<file path="src/rtl/instr_encoder.sv">
// rtl/instr_encoder.sv - RV32I instruction word encoder streaming words to sequential addresses
// Optional INSTR_ENC_IMM_TRUNC_EN: emit out-of-range immediates truncated instead of dropping them.
module instr_encoder #(
   parameter int                ADDR_W    = 32,
   parameter logic [ADDR_W-1:0] BASE_ADDR = '0,
   parameter int                ERR_W     = 8
) (
   input  logic              i_clk,
   input  logic              i_rst,
   input  logic              i_start,
   input  logic              i_in_valid,
   output logic              o_in_ready,
   input  logic [2:0]        i_in_fmt,
   input  logic [6:0]        i_in_opcode,
   input  logic [4:0]        i_in_rd,
   input  logic [4:0]        i_in_rs1,
   input  logic [4:0]        i_in_rs2,
   input  logic [2:0]        i_in_funct3,
   input  logic [6:0]        i_in_funct7,
   input  logic [31:0]       i_in_imm,
   input  logic              i_in_last,
   output logic              o_out_valid,
   input  logic              i_out_ready,
   output logic [31:0]       o_out_instr,
   output logic [ADDR_W-1:0] o_out_addr,
   output logic              o_done,
   output logic              o_err,
   output logic [ERR_W-1:0]  o_err_cnt
);

   localparam logic [2:0] FMT_R   = 3'd0;
   localparam logic [2:0] FMT_I   = 3'd1;
   localparam logic [2:0] FMT_ISH = 3'd2;
   localparam logic [2:0] FMT_S   = 3'd3;
   localparam logic [2:0] FMT_B   = 3'd4;
   localparam logic [2:0] FMT_U   = 3'd5;
   localparam logic [2:0] FMT_J   = 3'd6;
   localparam logic [2:0] FMT_RSV = 3'd7;

   typedef enum logic [1:0] {
      ST_IDLE = 2'd0,
      ST_BUSY = 2'd1,
      ST_DONE = 2'd2
   } state_t;

   state_t             r_state;
   logic               r_out_valid;
   logic [31:0]        r_out_instr;
   logic [ADDR_W-1:0]  r_addr;
   logic               r_done;
   logic               r_err;
   logic [ERR_W-1:0]   r_err_cnt;
   logic               r_last_seen;

   logic [31:0]        w_instr;
   logic               w_viol;
   logic               w_emit_bad;
   logic               w_emit;
   logic               w_in_ready;
   logic               w_accept;
   logic               w_hshake;
   logic               w_sx11;
   logic               w_sx12;
   logic               w_sx20;

   // An immediate fits an N-bit signed field when all bits above it equal its sign bit.
   assign w_sx11 = (&i_in_imm[31:11]) || ~(|i_in_imm[31:11]);
   assign w_sx12 = (&i_in_imm[31:12]) || ~(|i_in_imm[31:12]);
   assign w_sx20 = (&i_in_imm[31:20]) || ~(|i_in_imm[31:20]);

   always_comb begin
      w_instr = '0;
      w_viol  = 1'b0;
      case (i_in_fmt)
         FMT_R: begin
            w_instr = {i_in_funct7, i_in_rs2, i_in_rs1, i_in_funct3, i_in_rd, i_in_opcode};
         end
         FMT_I: begin
            w_instr = {i_in_imm[11:0], i_in_rs1, i_in_funct3, i_in_rd, i_in_opcode};
            w_viol  = !w_sx11;
         end
         FMT_ISH: begin
            w_instr = {i_in_funct7, i_in_imm[4:0], i_in_rs1, i_in_funct3, i_in_rd, i_in_opcode};
            w_viol  = |i_in_imm[31:5];
         end
         FMT_S: begin
            w_instr = {i_in_imm[11:5], i_in_rs2, i_in_rs1, i_in_funct3, i_in_imm[4:0], i_in_opcode};
            w_viol  = !w_sx11;
         end
         FMT_B: begin
            w_instr = {i_in_imm[12], i_in_imm[10:5], i_in_rs2, i_in_rs1, i_in_funct3,
                       i_in_imm[4:1], i_in_imm[11], i_in_opcode};
            w_viol  = !w_sx12 || i_in_imm[0];
         end
         FMT_U: begin
            w_instr = {i_in_imm[31:12], i_in_rd, i_in_opcode};
            w_viol  = |i_in_imm[11:0];
         end
         FMT_J: begin
            w_instr = {i_in_imm[20], i_in_imm[10:1], i_in_imm[11], i_in_imm[19:12],
                       i_in_rd, i_in_opcode};
            w_viol  = !w_sx20 || i_in_imm[0];
         end
         default: begin
            w_viol  = 1'b1;
         end
      endcase
   end

`ifdef INSTR_ENC_IMM_TRUNC_EN
   assign w_emit_bad = (i_in_fmt != FMT_RSV);
`else
   assign w_emit_bad = 1'b0;
`endif

   assign w_emit     = w_viol ? w_emit_bad : 1'b1;
   assign w_in_ready = (r_state == ST_BUSY) && (!r_out_valid || i_out_ready) && !r_last_seen;
   assign w_accept   = i_in_valid && w_in_ready;
   assign w_hshake   = r_out_valid && i_out_ready;

   always_ff @(posedge i_clk) begin
      if (i_rst) begin
         r_state     <= ST_IDLE;
         r_out_valid <= 1'b0;
         r_out_instr <= '0;
         r_addr      <= BASE_ADDR;
         r_done      <= 1'b0;
         r_err       <= 1'b0;
         r_err_cnt   <= '0;
         r_last_seen <= 1'b0;
      end else begin
         r_done <= 1'b0;
         case (r_state)
            ST_IDLE: begin
               if (i_start) begin
                  r_state     <= ST_BUSY;
                  r_addr      <= BASE_ADDR;
                  r_err       <= 1'b0;
                  r_err_cnt   <= '0;
                  r_last_seen <= 1'b0;
               end
            end
            ST_BUSY: begin
               if (w_hshake) begin
                  r_out_valid <= 1'b0;
                  r_addr      <= r_addr + ADDR_W'(4);
               end
               if (w_accept) begin
                  if (w_emit) begin
                     r_out_valid <= 1'b1;
                     r_out_instr <= w_instr;
                  end
                  if (w_viol) begin
                     r_err <= 1'b1;
                     if (r_err_cnt != '1) begin
                        r_err_cnt <= r_err_cnt + ERR_W'(1);
                     end
                  end
                  if (i_in_last) begin
                     r_last_seen <= 1'b1;
                  end
               end
               // Program ends once the last bundle has left the output register or was dropped.
               if (r_last_seen && (!r_out_valid || i_out_ready)) begin
                  r_state <= ST_DONE;
                  r_done  <= 1'b1;
               end
            end
            ST_DONE: begin
               r_state     <= ST_IDLE;
               r_last_seen <= 1'b0;
            end
            default: begin
               r_state <= ST_IDLE;
            end
         endcase
      end
   end

   assign o_in_ready  = w_in_ready;
   assign o_out_valid = r_out_valid;
   assign o_out_instr = r_out_instr;
   assign o_out_addr  = r_addr;
   assign o_done      = r_done;
   assign o_err       = r_err;
   assign o_err_cnt   = r_err_cnt;

endmodule

</file>
<file path="config.mk">
export PLATFORM = sky130hd
export DESIGN_NAME = instr_encoder
export DESIGN_NICKNAME = d
export VERILOG_FILES = /design/src/rtl/instr_encoder.sv
export SDC_FILE = /design/constraint.sdc
export NUM_CORES = 1
export LEC_CHECK = 0
export ABC_CLOCK_PERIOD_IN_PS = 3050
export CELL_PAD_IN_SITES_DETAIL_PLACEMENT = 1
export CELL_PAD_IN_SITES_GLOBAL_PLACEMENT = 1
export CORE_ASPECT_RATIO = 0.75
export CORE_MARGIN = 10
export CORE_UTILIZATION = 45
export CTS_CLUSTER_DIAMETER = 200
export DETAILED_ROUTE_END_ITERATION = 16
export DONT_BUFFER_PORTS = 1
export GPL_ROUTABILITY_DRIVEN = 0
export PLACE_DENSITY = 0.79
export REMOVE_ABC_BUFFERS = 1
export SYNTH_ARGS = -nofsm -noshare
export SYNTH_HDL_FRONTEND = slang
export SYNTH_SLANG_ARGS = --single-unit
</file>
<file path="constraint.sdc">
create_clock -name i_clk -period 3.05 [get_ports i_clk]
set_input_delay 0.305 -clock i_clk [delete_from_list [all_inputs] [get_ports i_clk]]
set_output_delay 0.305 -clock i_clk [all_outputs]
set_load 0.01 [all_outputs]
</file>
==> flow_results.org, run 1 <==
** Yosys
- The synthesized netlist occupies a cell area of about 0.0041 mm2.
- In this run, synthesis produced a sequential element count of 76.
- Most used DFF post-synth :: sky130_fd_sc_hd__dfxtp_1
- By area the synthesized netlist is led by sky130_fd_sc_hd__dfxtp_1, sky130_fd_sc_hd__nand2_1, sky130_fd_sc_hd__xor2_1.
- The netlist uses 55 different library cells.
- Synthesis produced a netlist whose cell count is slightly above 500.
- Synthesized area per cell :: 7.959 um2
- The synthesized design contains 0 enable-type register cells.
- The share of synthesized area in the top cell type comes to 0.3733.
- Synth area leader :: sky130_fd_sc_hd__dfxtp_1
- Of all flip-flops after synthesis, the portion carrying an async set or reset was 0.
- Of the synthesized area, sequential elements account for 0.3733.
- Synthesis warning total :: 0

** Job
- Max-cap violations in this run came to 0.

** Floorplanning
- The die is 102.4 um tall.
- Die outline area :: 0.01330 mm2
- The region available for standard cell placement spans 0.008636 mm2.
- Std cell rows :: 29
- Measured along the x axis, the die boundary spans roughly 130 um.
- For this configuration, the core starts out at a cell density of 0.4719.
- Count of pins on the block boundary :: 149

** Worst setup path
- Data on the critical path is required at its endpoint by 3.29 ns.
- Data on the critical path arrives at its endpoint at 2.74 ns.
- Along the worst path, the maximum fanout reaches 6.
- Crit-path max cell delay :: around 0.61 ns
- Number of cells on the worst reg-to-reg path :: 7
- The worst setup path is captured at a flip-flop.
- Standard cell with the maximum stage delay on the critical path :: sky130_fd_sc_hd__o21ai_0
- Sort of element at the start of the critical path :: input port
- The critical path goes through or4_1 > nor2_1 > a2111oi_0 > or4_4 > o21ai_0 > a21oi_1 > o32ai_1.
- WS Path Type :: in -> reg

** Placed design
- Worst setup slack before clock tree synthesis :: 0.1883 ns
- Detailed placement ended at an HPWL of ~10000 um.
- Number of port buffers :: 0

** Detailed routing
- Detail-routed via count per cell :: 6.277
- Sum of routed wire length over all layers :: 13,280 um
- For this run, design rule violations remaining after detail routing come to 0.
- Across all layers, the routed design uses 3,854 vias.
- Number of iterations in the first detailed-routing pass :: 6
- After detailed routing, the average wire length per cell comes to approximately 22 um.
- Number of nets with antenna violations after routing :: 0
- In this run, the number of DRC markers left after iteration 0 of detailed routing was 297.

** Status
- The flow ran to the end, and the final reports show no timing, DRC or antenna violations.

** Clock tree
- Buffers inserted to repair hold after CTS numbered 0.
- Clock insertion delay at the later pin of the skew report :: 0.33 ns
- Post-CTS clock slew at the launch and capture registers of the worst setup and hold paths :: 0.06 ns
- CTS built an H-tree with a depth of 3.
- Post-CTS sizing :: 0
- Setup bufs post-CTS :: 0
- Buffers from clock root to sink, at most :: 2
- CTS Buf Count :: 9
- For this design, the sink count on the clock tree is 76.
- Clock tree from TritonCTS :: done
- CTS root buf :: sky130_fd_sc_hd__clkbuf_16

** Timing
- The total count of max-transition violations in the final report is 0.
- At the pin with the least slew margin, the transition time is 0.9961 ns.
- Maximum clock frequency :: 399.5 MHz
- Worst-case clock skew :: ~0.007 ns
- Hold slack :: between 0.03 and 0.04 ns
- Unrepaired setup endpoints after global routing :: no
- Worst relative slew slack :: 0.3359
- Across all setup checks in the final design, the least slack found is 0.5467 ns.
- Final min period :: about 2.5 ns
- Final Hold Violating Endpoints :: 0
- Setup violations remaining at the end of the flow were counted as 0.
- Post-route clock period utilization :: 0.8207

** Layout
- For this run, the share of the core covered by cells in the final layout is 0.5171.
- Area Growth Syn to Fin :: 9.579%
- In the layout the commonest cells are sky130_fd_sc_hd__dfxtp_1, sky130_fd_sc_hd__nand2_1, sky130_fd_sc_hd__nor2_1, sky130_fd_sc_hd__a21oi_1, sky130_fd_sc_hd__o21ai_0.
- Fin nets :: 576
- Leaving out fill and tap cells, the most frequent cell in the layout is sky130_fd_sc_hd__dfxtp_1.
- Share of post-route cells with drive strength above 1 :: 0.07115
- The repair_antennas step left the layout with diodes totalling 0.

** Pwr
- Cell Int Power :: 1731 uW
- The design draws 2261 uW.
- Dividing total power by cell area gives a power density of 506.4 mW/mm2.
- Fraction of power spent switching nets :: 0.2344
- Worst-case vdd ir drop :: 0.0002989 V
- Of the total power, the clock network draws 0.474.
- Static leakage :: about 0.0015 uW
- The share of total power dissipated in sequential elements is 0.450.
- Reported net switching power :: 530.0 uW
- Combinational cell fraction of total power :: 0.076

** GRT
- Maximum number of pins on one net before global-route repair :: 49
- Number of global-route vias before repair :: 3,917
- Overall fraction of global-route tracks in use :: 0.1984
- The first global-routing pass estimated roughly 21,000 um of wire.
- Number of antenna violations at the first check in global routing :: 0
- Remaining global-route overflow :: 0

** Worst hold path
- Counting instances, the worst hold path has a depth of 1.
- The path class of the tightest hold or removal check is in -> reg.
-- final cells by class --
class                           instances  area [um2]
Clock buffer                           10       239.0
Tap cell                              108       135.1
Inverter                               21       78.83
Timing Repair Buffer                   10       87.58
Fill cell                            1064        4170
Sequential cell                        76        1521
Clock inverter                          6       61.31
Multi-Input combinational cell        383        2342
-- Yosys cell counts (3+ instances only) --
cell type and instances:
sky130_fd_sc_hd__nand2_1 54, sky130_fd_sc_hd__clkbuf_1 25, sky130_fd_sc_hd__o22ai_1 3, sky130_fd_sc_hd__and3_1 9
sky130_fd_sc_hd__dfxtp_1 76, sky130_fd_sc_hd__nor3_1 10, sky130_fd_sc_hd__nand2b_1 9, sky130_fd_sc_hd__xor2_1 22
sky130_fd_sc_hd__nor2b_1 15, sky130_fd_sc_hd__a211oi_1 17, sky130_fd_sc_hd__o21ai_0 23, sky130_fd_sc_hd__mux2i_1 13
sky130_fd_sc_hd__inv_1 20, sky130_fd_sc_hd__a222oi_1 8, sky130_fd_sc_hd__a221oi_1 6, sky130_fd_sc_hd__a211o_1 6
sky130_fd_sc_hd__buf_2 3, sky130_fd_sc_hd__mux2_2 5, sky130_fd_sc_hd__o21bai_1 3, sky130_fd_sc_hd__or4_1 3
sky130_fd_sc_hd__o211ai_1 9, sky130_fd_sc_hd__or3_1 4, sky130_fd_sc_hd__xnor2_1 5, sky130_fd_sc_hd__nor2_1 50
sky130_fd_sc_hd__a31oi_1 6, sky130_fd_sc_hd__nor4_1 6, sky130_fd_sc_hd__nand3_1 20, sky130_fd_sc_hd__nand4_1 16
sky130_fd_sc_hd__a21oi_1 35
-- routing by layer --
metal | vias up | share of wire | wire, um | track usage
met5 | - | 0 | 0 | 0
met4 | 0 | 0.015 | 193 | 0.05690
met3 | 21 | 0.10 | 1383 | 0.08588
met2 | 131 | 0.47 | 6214 | 0.3310
met1 | 1875 | 0.41 | 5490 | 0.2280
li1 | 1827 | - | - | -
-- critical path: cells and delay by family --
family	cells	cell delay, ns
AO/OA/AOI/OAI	4	1.17
AND/OR/NAND/NOR	3	1.28
-- metrics by stage --
step,TNS (ns),cells,area [um2]
2_1_floorplan,-3.287,480,3936
3_3_place_gp,0,598,4165
3_5_place_dp,0,598,4165
4_1_cts,0,614,4466
5_1_grt,0,614,4466
6_report,0,614,4466
-- power by group through the flow --
stage	combinational, uW	clock [uW]	sequential, uW
final	171	1070	1020
after global routing	192	1150	1020
after CTS	172	1100	1020
after detailed placement	171	0	1040
after global placement	164	0	1040
after floorplan	129	0	1030
-- cells by family after synthesis --
logic type / share of synthesized area
AND/OR/NAND/NOR: 0.2493
AO/OA/AOI/OAI: 0.2066
flip-flops: 0.3733
buffers and inverters: 0.05434
XOR/XNOR: 0.05803
multiplexers: 0.05127
adder cells (fa/ha/maj): 0.006140
other: 0.0009202
-- registers in the layout, indices dropped and copies added, names as in the netlist --
signal / flops
o_out_instr: 32
o_out_valid: 1
r_last_seen: 1
o_err: 1
o_out_addr: 30
r_state: 2
o_err_cnt: 8
o_done: 1
-- final timing paths --
check          startpoint             end  slack, ns
max reg2reg    r_state[0]  o_out_addr[28]       0.72
min                 i_rst  o_out_instr[9]       0.03
max          i_in_imm[19]    o_err_cnt[1]       0.55
min reg2reg   r_last_seen     r_last_seen       0.49
(Power assumes the default switching activity.)
==> run 2: changes to the inputs <==
--- a/config.mk
+++ b/config.mk
@@ -5,17 +5,17 @@
 export SDC_FILE = /design/constraint.sdc
 export NUM_CORES = 1
 export LEC_CHECK = 0
-export ABC_CLOCK_PERIOD_IN_PS = 3050
+export ABC_CLOCK_PERIOD_IN_PS = 2300
 export CELL_PAD_IN_SITES_DETAIL_PLACEMENT = 1
 export CELL_PAD_IN_SITES_GLOBAL_PLACEMENT = 1
 export CORE_ASPECT_RATIO = 0.75
 export CORE_MARGIN = 10
-export CORE_UTILIZATION = 45
+export CORE_UTILIZATION = 41
 export CTS_CLUSTER_DIAMETER = 200
 export DETAILED_ROUTE_END_ITERATION = 16
 export DONT_BUFFER_PORTS = 1
 export GPL_ROUTABILITY_DRIVEN = 0
-export PLACE_DENSITY = 0.79
+export PLACE_DENSITY = 0.76
 export REMOVE_ABC_BUFFERS = 1
 export SYNTH_ARGS = -nofsm -noshare
 export SYNTH_HDL_FRONTEND = slang
==> constraint.sdc (replaced) <==
create_clock -name i_clk -period 2.3 [get_ports i_clk]
set_input_delay 0.23 -clock i_clk [delete_from_list [all_inputs] [get_ports i_clk]]
set_output_delay 0.23 -clock i_clk [all_outputs]
set_load 0.01 [all_outputs]
==> run 2 against run 1 <==
  * Register-to-register slack worse by 0.56 ns
  * Flip-flop and latch count stayed put
  * Count of clock-buffer cells in the layout decreased by 1
  * Critical path depth is 3 higher
  * Wire length rose by 9.4%
  * Non-clock buffer count grew 27
  * Die area rose by 8.0%
  * Worst hold slack better by 0.0037 ns
  * Clock power grew 26%
  * Utilization down 2.4 points
  * Sequential power up 32%
  * Highest routed layer unchanged
==> flow_results.org, run 2 (synthesis gave the netlist of run 1 again) <==
** Floorplanning
- The area of the die is 0.01437 mm2 (was 0.01330 mm2).
- Count of pins on the block boundary :: 149 (unchanged)
- The site row count came to 31 (was 29).
- The starting density of the core came to 0.4203 (was 0.4719).
- The die boundary width came to 135.1 um (was 129.9 um).
- The height of the die is 106.3 um (was 102.4 um).
- Core Box Area :: 0.009697 mm2 (was 0.008636 mm2)

** Detailed routing
- The per-cell routed wire length is 21.85 um (was 21.63 um).
- Number of iterations in the first detailed-routing pass :: 5 (was 6)
- First DRT Iteration DRCs :: 329 (was 297)
- Residual DRC :: 0 (unchanged)
- Number of nets with antenna violations after routing :: 0 (unchanged)
- Sum of routed wire length over all layers :: 14,530 um (was 13,280 um)
- The vias after detailed routing is 4,028 (was 3,854).
- Detail-routed via count per cell :: 6.057 (was 6.277)

** Timing
- Worst relative slew slack :: 0.5621 (was 0.3359)
- The transition time at the pin with the least slew margin came to 0.6569 ns (was 0.9961 ns).
- Maximum clock frequency :: 436.9 MHz
- Setup TNS :: 0 ns (unchanged)
- The total count of max-transition violations in the final report came to 0 (unchanged).
- Dividing the final minimum period by the clock period gives 0.9952.
- The final setup skew was 0.005270 ns (was 0.007093 ns).
- Final Hold Violating Endpoints :: 0 (unchanged)
- Unrepaired setup endpoints after global routing: yes (was no).
- Final min period :: between 2 and 2.5 ns
- The total setup violations reported at the end of the flow is 0 (unchanged).

** Worst setup path
- Arrival time at the worst endpoint :: 2.55 ns (was 2.74 ns)
- Most prevalent standard cell on the critical path :: sky130_fd_sc_hd__or4_4
- The kind of cell with the highest combined delay on the critical path is simple AND/OR/NAND/NOR gates (unchanged).
- Buffering stage count on the worst path with inverters included :: 3 (was 0)
- Setup slack of the worst register-to-register path :: 0.16 ns (was 0.72 ns)
- The critical path endpoint category is a flip-flop (unchanged).
- The library cell contributing the largest single delay on the critical path was sky130_fd_sc_hd__or4_4 (was sky130_fd_sc_hd__o21ai_0).
- Series of cell instances along the critical path :: or4_4 > and4b_1 > o21ai_1 > or4_4 > buf_6 > nor3_4 > buf_4 > clkbuf_16 > o211ai_1 > a21oi_1 (was or4_1 > nor2_1 > a2111oi_0 > or4_4 > o21ai_0 > a21oi_1 > o32ai_1)
- The type of the setup path with the least slack was in -> reg (unchanged).
- Worst-path maximum fanout :: 10 (was 6)
- Sort of element at the start of the critical path :: input port (unchanged)
- The largest incremental delay on the critical path was 0.53 ns (was 0.61 ns).
- Data required time at the worst endpoint :: 2.56 ns (was 3.29 ns)

** Clock tree
- The number of sinks driven by the clock tree is 76 (unchanged).
- CTS Buf Count :: 9 (unchanged)
- Buffers from clock root to sink, at most :: 2 (unchanged)
- Clock insertion delay at the later pin of the skew report :: 0.33 ns (about the same)
- The master cell of the clock root buffer was sky130_fd_sc_hd__clkbuf_16 (unchanged).
- The CTS tree was done (unchanged).
- The clock-pin slew reported for the worst setup and hold paths after clock tree synthesis was 0.07 ns (was 0.06 ns).
- The level count of the clock H-tree was 3 (unchanged).

** Status
- Result of the run: finished, final reports clean (unchanged).

** Layout
- The flip-flop count of the largest register after layout came to 32 (unchanged).
- Inserted Diodes :: 0 (unchanged)
- The share of layout cells above drive strength 1 is 0.1332 (was 0.07115).
- Number of filler cells placed in the layout :: 1,179 (was 1,064)
- The most common cell after layout, fill and taps aside is sky130_fd_sc_hd__dfxtp_1 (unchanged).
- Commonest cells after routing, fill and taps aside: sky130_fd_sc_hd__dfxtp_1, sky130_fd_sc_hd__nand2_1, sky130_fd_sc_hd__nor2_1, sky130_fd_sc_hd__a21oi_1, sky130_fd_sc_hd__buf_4 (was sky130_fd_sc_hd__dfxtp_1, sky130_fd_sc_hd__nand2_1, sky130_fd_sc_hd__nor2_1, sky130_fd_sc_hd__a21oi_1, sky130_fd_sc_hd__o21ai_0).
- The post-layout net count was 603 (was 576).
- Area Growth Syn to Fin :: 17.44% (was 9.579%)
- Final Non-Filler Cells :: 665 (was 614)

** GRT
- The via count of the first global-routing pass was 4,009 (was 3,917).
- Maximum number of pins on one net before global-route repair :: 43 (was 49)
- Remaining global-route overflow :: 0 (unchanged)
- Overall fraction of global-route tracks in use :: 0.1853 (was 0.1984)
- The initial antenna violation count is 0 (unchanged).
- The first-pass GRT wire length was 21,950 um (was 21,160 um).

** Pwr
- Worst-case vdd ir drop :: 0.0004288 V (was 0.0002989 V)
- Total Power :: 2971 uW (was 2261 uW)
- The cell leakage power is 0.001668 uW (was 0.001512 uW).
- The power density relative to cell area is 620.9 mW/mm2 (was 506.4 mW/mm2).

** Placed design
- The count of buffers inserted at the top-level ports came to 0 (unchanged).
- The HPWL after detailed placement is 10,360 um (was 9979 um).
- The number of placed cells counting well taps came to 643 (was 598).

** Worst hold path
- Hold WC Path Type :: in -> reg (unchanged)

** Job
- The count of max-cap constraint violations is 0 (unchanged).
==> run 2: cell types whose count changed in the layout (fill, tap and decap cells not counted), moves of 2 or more <==
cell / before / now
sky130_fd_sc_hd__a211oi_1: 17 / 14
sky130_fd_sc_hd__a211oi_2: 0 / 3
sky130_fd_sc_hd__clkbuf_16: 9 / 11
sky130_fd_sc_hd__buf_6: 0 / 4
sky130_fd_sc_hd__dfxtp_1: 76 / 74
sky130_fd_sc_hd__buf_4: 9 / 28
sky130_fd_sc_hd__buf_12: 1 / 3
sky130_fd_sc_hd__dfxtp_2: 0 / 2
sky130_fd_sc_hd__clkinv_2: 3 / 0
sky130_fd_sc_hd__clkinv_4: 0 / 2
sky130_fd_sc_hd__inv_6: 1 / 3
==> run 2: power by group <==
group	leakage, uW	switching [uW]	total (uW)	internal [uW]
Combinational	0.000921	150	272	123
Clock	0.000133	606	1350	746
Sequential	0.000614	17.9	1350	1330
Total	0.00167	774	2970	2200
==> run 2: timing repair <==
item,in CTS,in global routing
endpoints found under the setup margin,0,19
hold endpoints to repair,32,0
gates resized for setup,0,12
hold buffers,1,0
buffers inserted,0,3
==> run 2: final cells by class <==
type	instances	area, um2	area share
clock buffers	9	225.2	0.04706
clock inverters	7	58.81	0.01229
inverters	21	78.83	0.01647
multi-input cells	383	2369	0.4949
flip-flops and latches	76	1524	0.3184
well taps	132	165.2	0.03451
repair buffers	37	365.4	0.07634
==> run 2: metal layers <==
metal  global-route usage  wire, um  vias up
li1                     -         -     1885
met5                    0         0        -
met4              0.03451       102        0
met2               0.3051      6855      157
met3              0.08137      1605       13
met1               0.2205      5964     1973
==> run 2: per-stage QoR <==
stage / util / worst slack (ns) / hold slack (ns) / instance area [um2]
CTS: 0.4815 / 0.01785 / 0.02933 / 4669
detailed placement: 0.4502 / -0.3266 / 0.3091 / 4365
finish: 0.4935 / 0.01115 / 0.03856 / 4786
floorplan: - / -0.8532 / 0.2991 / 3936
global route: 0.4935 / -0.07540 / 0.02529 / 4786
global placement: 0.4502 / -0.2475 / 0.3048 / 4365
==> run 2: worst reg2reg max path, stage by stage, from the launching register on <==
cell                        delay, ns
sky130_fd_sc_hd__dfxtp_2         0.37
sky130_fd_sc_hd__nor2b_1         0.27
sky130_fd_sc_hd__o2111ai_1       0.26
sky130_fd_sc_hd__nor4_1          0.32
sky130_fd_sc_hd__buf_4           0.19
sky130_fd_sc_hd__nand3_1         0.17
sky130_fd_sc_hd__or3_1           0.35
sky130_fd_sc_hd__a21oi_1         0.15
==> run 2: final timing paths <==
check / cells past startpoint / to / startpoint
worst max-delay path: 10 / o_out_instr[23] / i_in_imm[7]
worst min-delay path: 2 / o_out_instr[1] / i_in_opcode[1]
worst max register to register: 7 / o_out_addr[30] / r_state[0]
worst min register to register: 2 / o_err / o_err
==> run 3: changes to the inputs <==
--- a/config.mk
+++ b/config.mk
@@ -10,12 +10,12 @@
 export CELL_PAD_IN_SITES_GLOBAL_PLACEMENT = 1
 export CORE_ASPECT_RATIO = 0.75
 export CORE_MARGIN = 10
-export CORE_UTILIZATION = 41
+export CORE_UTILIZATION = 31
 export CTS_CLUSTER_DIAMETER = 200
 export DETAILED_ROUTE_END_ITERATION = 16
 export DONT_BUFFER_PORTS = 1
 export GPL_ROUTABILITY_DRIVEN = 0
-export PLACE_DENSITY = 0.76
+export PLACE_DENSITY = 0.6
 export REMOVE_ABC_BUFFERS = 1
 export SYNTH_ARGS = -nofsm -noshare
 export SYNTH_HDL_FRONTEND = slang
==> run 3 against run 2 <==
  * Worst hold slack lost 0.0063 ns
  * First-iteration DRC count shrank 41%
  * Register-to-register slack gained 0.06 ns
  * Critical endpoint is now o_out_instr[29]
==> flow_results.org, run 3 (synthesis gave the netlist of run 1 again) <==
** Timing
- The final setup skew is 0.004926 ns (was 0.005270 ns).
- Final min period :: 2.239 ns (was 2.289 ns)
- Post-route clock period utilization :: 0.9735 (was 0.9952)
- Number of failing setup endpoints in the final timing report :: 0 (unchanged)
- The total count of max-transition violations in the final report came to 0 (unchanged).
- The hold violation count in the final report was 0 (unchanged).
- The transition time at the pin with the least slew margin is 0.6546 ns (was 0.6569 ns).
- Maximum clock frequency :: 446.6 MHz (was 436.9 MHz)
- Worst relative slew slack :: 0.5636 (was 0.5621)
- Unrepaired setup endpoints after global routing :: no (was yes)

** GRT
- The maximum number of pins on one net before global-route repair is 37 (was 43).
- The global-route congestion overflow total came to 0 (unchanged).
- Number of global-route vias before repair :: 3,978 (was 4,009)
- First-pass GRT wire length :: 23,070 um (was 21,950 um)
- Number of antenna violations at the first check in global routing :: 0 (unchanged)
- Overall fraction of global-route tracks in use :: 0.1523 (was 0.1853)

** Worst setup path
- Origin of the critical flop-to-flop path :: o_err_cnt[1] (was r_state[0])
- The library cell contributing the largest single delay on the critical path is sky130_fd_sc_hd__or4_1 (was sky130_fd_sc_hd__or4_4).
- Data required time at the worst endpoint :: 2.56 ns (about the same)
- The type of the setup path with the least slack is in -> reg (unchanged).
- The start point of the critical path was i_in_imm[19] (was i_in_imm[7]).
- The element type at the critical path start is an input port (unchanged).
- The number of cell instances on the worst register-to-register path came to 8 (was 7).
- Endpoint kind of the worst setup timing path :: flip-flop (unchanged)
- Series of cell instances along the critical path: or4_1 > nor2_1 > a2111oi_0 > or4_4 > or3_1 > buf_4 > a211o_1 > a21oi_1 (was or4_4 > and4b_1 > o21ai_1 > or4_4 > buf_6 > nor3_4 > buf_4 > clkbuf_16 > o211ai_1 > a21oi_1).
- Worst-path maximum fanout :: 11 (was 10)
- Crit-path max cell delay :: 0.52 ns (was 0.53 ns)
- Arrival time at the worst endpoint :: 2.50 ns (was 2.55 ns)
- Setup slack of the worst register-to-register path :: 0.22 ns (was 0.16 ns)

** Pwr
- Static leakage :: 0.001685 uW (was 0.001668 uW)
- The sum of internal, switching and leakage power was 3175 uW (was 2971 uW).
- Power density relative to cell area :: 656.5 mW/mm2 (was 620.9 mW/mm2)
- The peak ir drop on the vdd network came to 0.0003226 V (was 0.0004288 V).

** Floorplanning
- The starting density of the core was 0.3152 (was 0.4203).
- The die boundary width was 152.4 um (was 135.1 um).
- Die Y :: 119.3 um (was 106.3 um)
- Core Box Area :: 0.01293 mm2 (was 0.009697 mm2)
- Die outline area :: 0.01818 mm2 (was 0.01437 mm2)
- The site row count came to 36 (was 31).
- Count of pins on the block boundary :: 149 (unchanged)

** Placed design
- Number of port buffers :: 0 (unchanged)
- The HPWL after detailed placement came to 10,860 um (was 10,360 um).

** Clock tree
- Clock net sink count :: 76 (unchanged)
- H-tree levels :: 3 (unchanged)
- The clock-pin slew reported for the worst setup and hold paths after clock tree synthesis came to 0.06 ns (was 0.07 ns).
- The master cell of the clock root buffer was sky130_fd_sc_hd__clkbuf_16 (unchanged).
- Clock tree from TritonCTS :: done (unchanged)
- The number of CTS-inserted buffers was 9 (unchanged).
- The clock network latency to the later pin of the worst-skew pair is 0.33 ns (about the same).
- Buffers from clock root to sink, at most :: 2 (unchanged)

** Detailed routing
- Residual DRC :: 0 (unchanged)
- The violation count after the first detailed-routing iteration came to 193 (was 329).
- The post-route antenna net violation count is 0 (unchanged).
- Sum of routed wire length over all layers :: 14,370 um (was 14,530 um)
- The length of the first detailed-routing pass in iterations came to 7 (was 5).
- The vias per cell came to 5.560 (was 6.057).
- Total number of vias :: 3,931 (was 4,028)
- The per-cell routed wire length was 20.33 um (was 21.85 um).

** Job
- The count of max-cap constraint violations was 0 (unchanged).

** Worst hold path
- Hold Path Stages :: 2 (unchanged)
- Worst hold start :: i_in_opcode[0] (was i_in_opcode[1])
- The type of the most critical hold path was in -> reg (unchanged).

** Layout
- Commonest cells after routing, fill and taps aside: sky130_fd_sc_hd__dfxtp_1, sky130_fd_sc_hd__nand2_1, sky130_fd_sc_hd__nor2_1, sky130_fd_sc_hd__buf_4, sky130_fd_sc_hd__a21oi_1 (was sky130_fd_sc_hd__dfxtp_1, sky130_fd_sc_hd__nand2_1, sky130_fd_sc_hd__nor2_1, sky130_fd_sc_hd__a21oi_1, sky130_fd_sc_hd__buf_4).
- The post-layout net count was 606 (was 603).
- Area Growth Syn to Fin :: 18.67% (was 17.44%)
- The total inserted antenna cells came to 0 (unchanged).
- The post-route core utilization came to 0.3741 (was 0.4935).
- The flip-flop count of the largest register after layout came to 32 (unchanged).
- The share of layout cells above drive strength 1 was 0.1269 (was 0.1332).
- The most common cell after layout, fill and taps aside is sky130_fd_sc_hd__dfxtp_1 (unchanged).

** Status
- Result of the run: finished, final reports clean (unchanged).
[run 3: cell types whose count changed in the layout (fill, tap and decap cells not counted), moves of 2 or more]
cell / change
sky130_fd_sc_hd__buf_6: -4
sky130_fd_sc_hd__clkbuf_16: -2
sky130_fd_sc_hd__a211oi_1: +3
sky130_fd_sc_hd__buf_4: +8
sky130_fd_sc_hd__a211oi_2: -3
sky130_fd_sc_hd__bufinv_16: +2
[run 3: final cells by class]
cell class              count  area (um2)
repair buffers             40       350.3
well taps                 171       214.0
multi-input cells         383        2346
clock inverters             7       98.84
fillers                  1546        8092
inverters                  21       78.83
flip-flops and latches     76        1523
clock buffers               9       225.2
[run 3: per-layer routing]
metal	track usage	share of wire	wire length, um
met1	0.1876	0.44	6277
met2	0.2459	0.47	6710
met3	0.05933	0.087	1247
met5	0	0	0
met4	0.03481	0.0097	140
[run 3: repair_timing]
action	in CTS	in global routing
gates resized for setup	0	2
endpoints found under the hold margin	32	0
setup endpoints to repair	0	14
hold buffers	1	0
buffers inserted	0	0
[run 3: critical path, delay by kind of cell]
family	cells	cell delay, ns
and+or+nand+nor	4	1.55
AOI/OAI and AO/OA	3	0.51
buffers and inverters	1	0.20
[run 3: path summary, 6_finish.rpt]
check / to
worst max-delay path: o_out_instr[29]
worst min-delay path: o_out_instr[0]
worst max register to register: o_err_cnt[4]
worst min register to register: r_last_seen
[run 3: report_power, final]
group	internal, uW	switching [uW]
Combinational	125	147
Clock	958	600
Sequential	1330	15.9
[run 3: metrics by stage]
step | setup TNS (ns) | std cells | hold slack [ns] | area [um2] | setup slack (ns)
6_report | 0 | 707 | 0.03231 | 4836 | 0.06101
5_1_grt | 0 | 707 | 0.01303 | 4836 | 0.02389
4_1_cts | 0 | 707 | 0.01868 | 4831 | 0.04582
3_5_place_dp | -9.540 | 690 | 0.3056 | 4487 | -0.3088
3_3_place_gp | -7.871 | 690 | 0.3045 | 4487 | -0.2499
2_1_floorplan | -22.58 | 480 | 0.2991 | 3936 | -0.8532
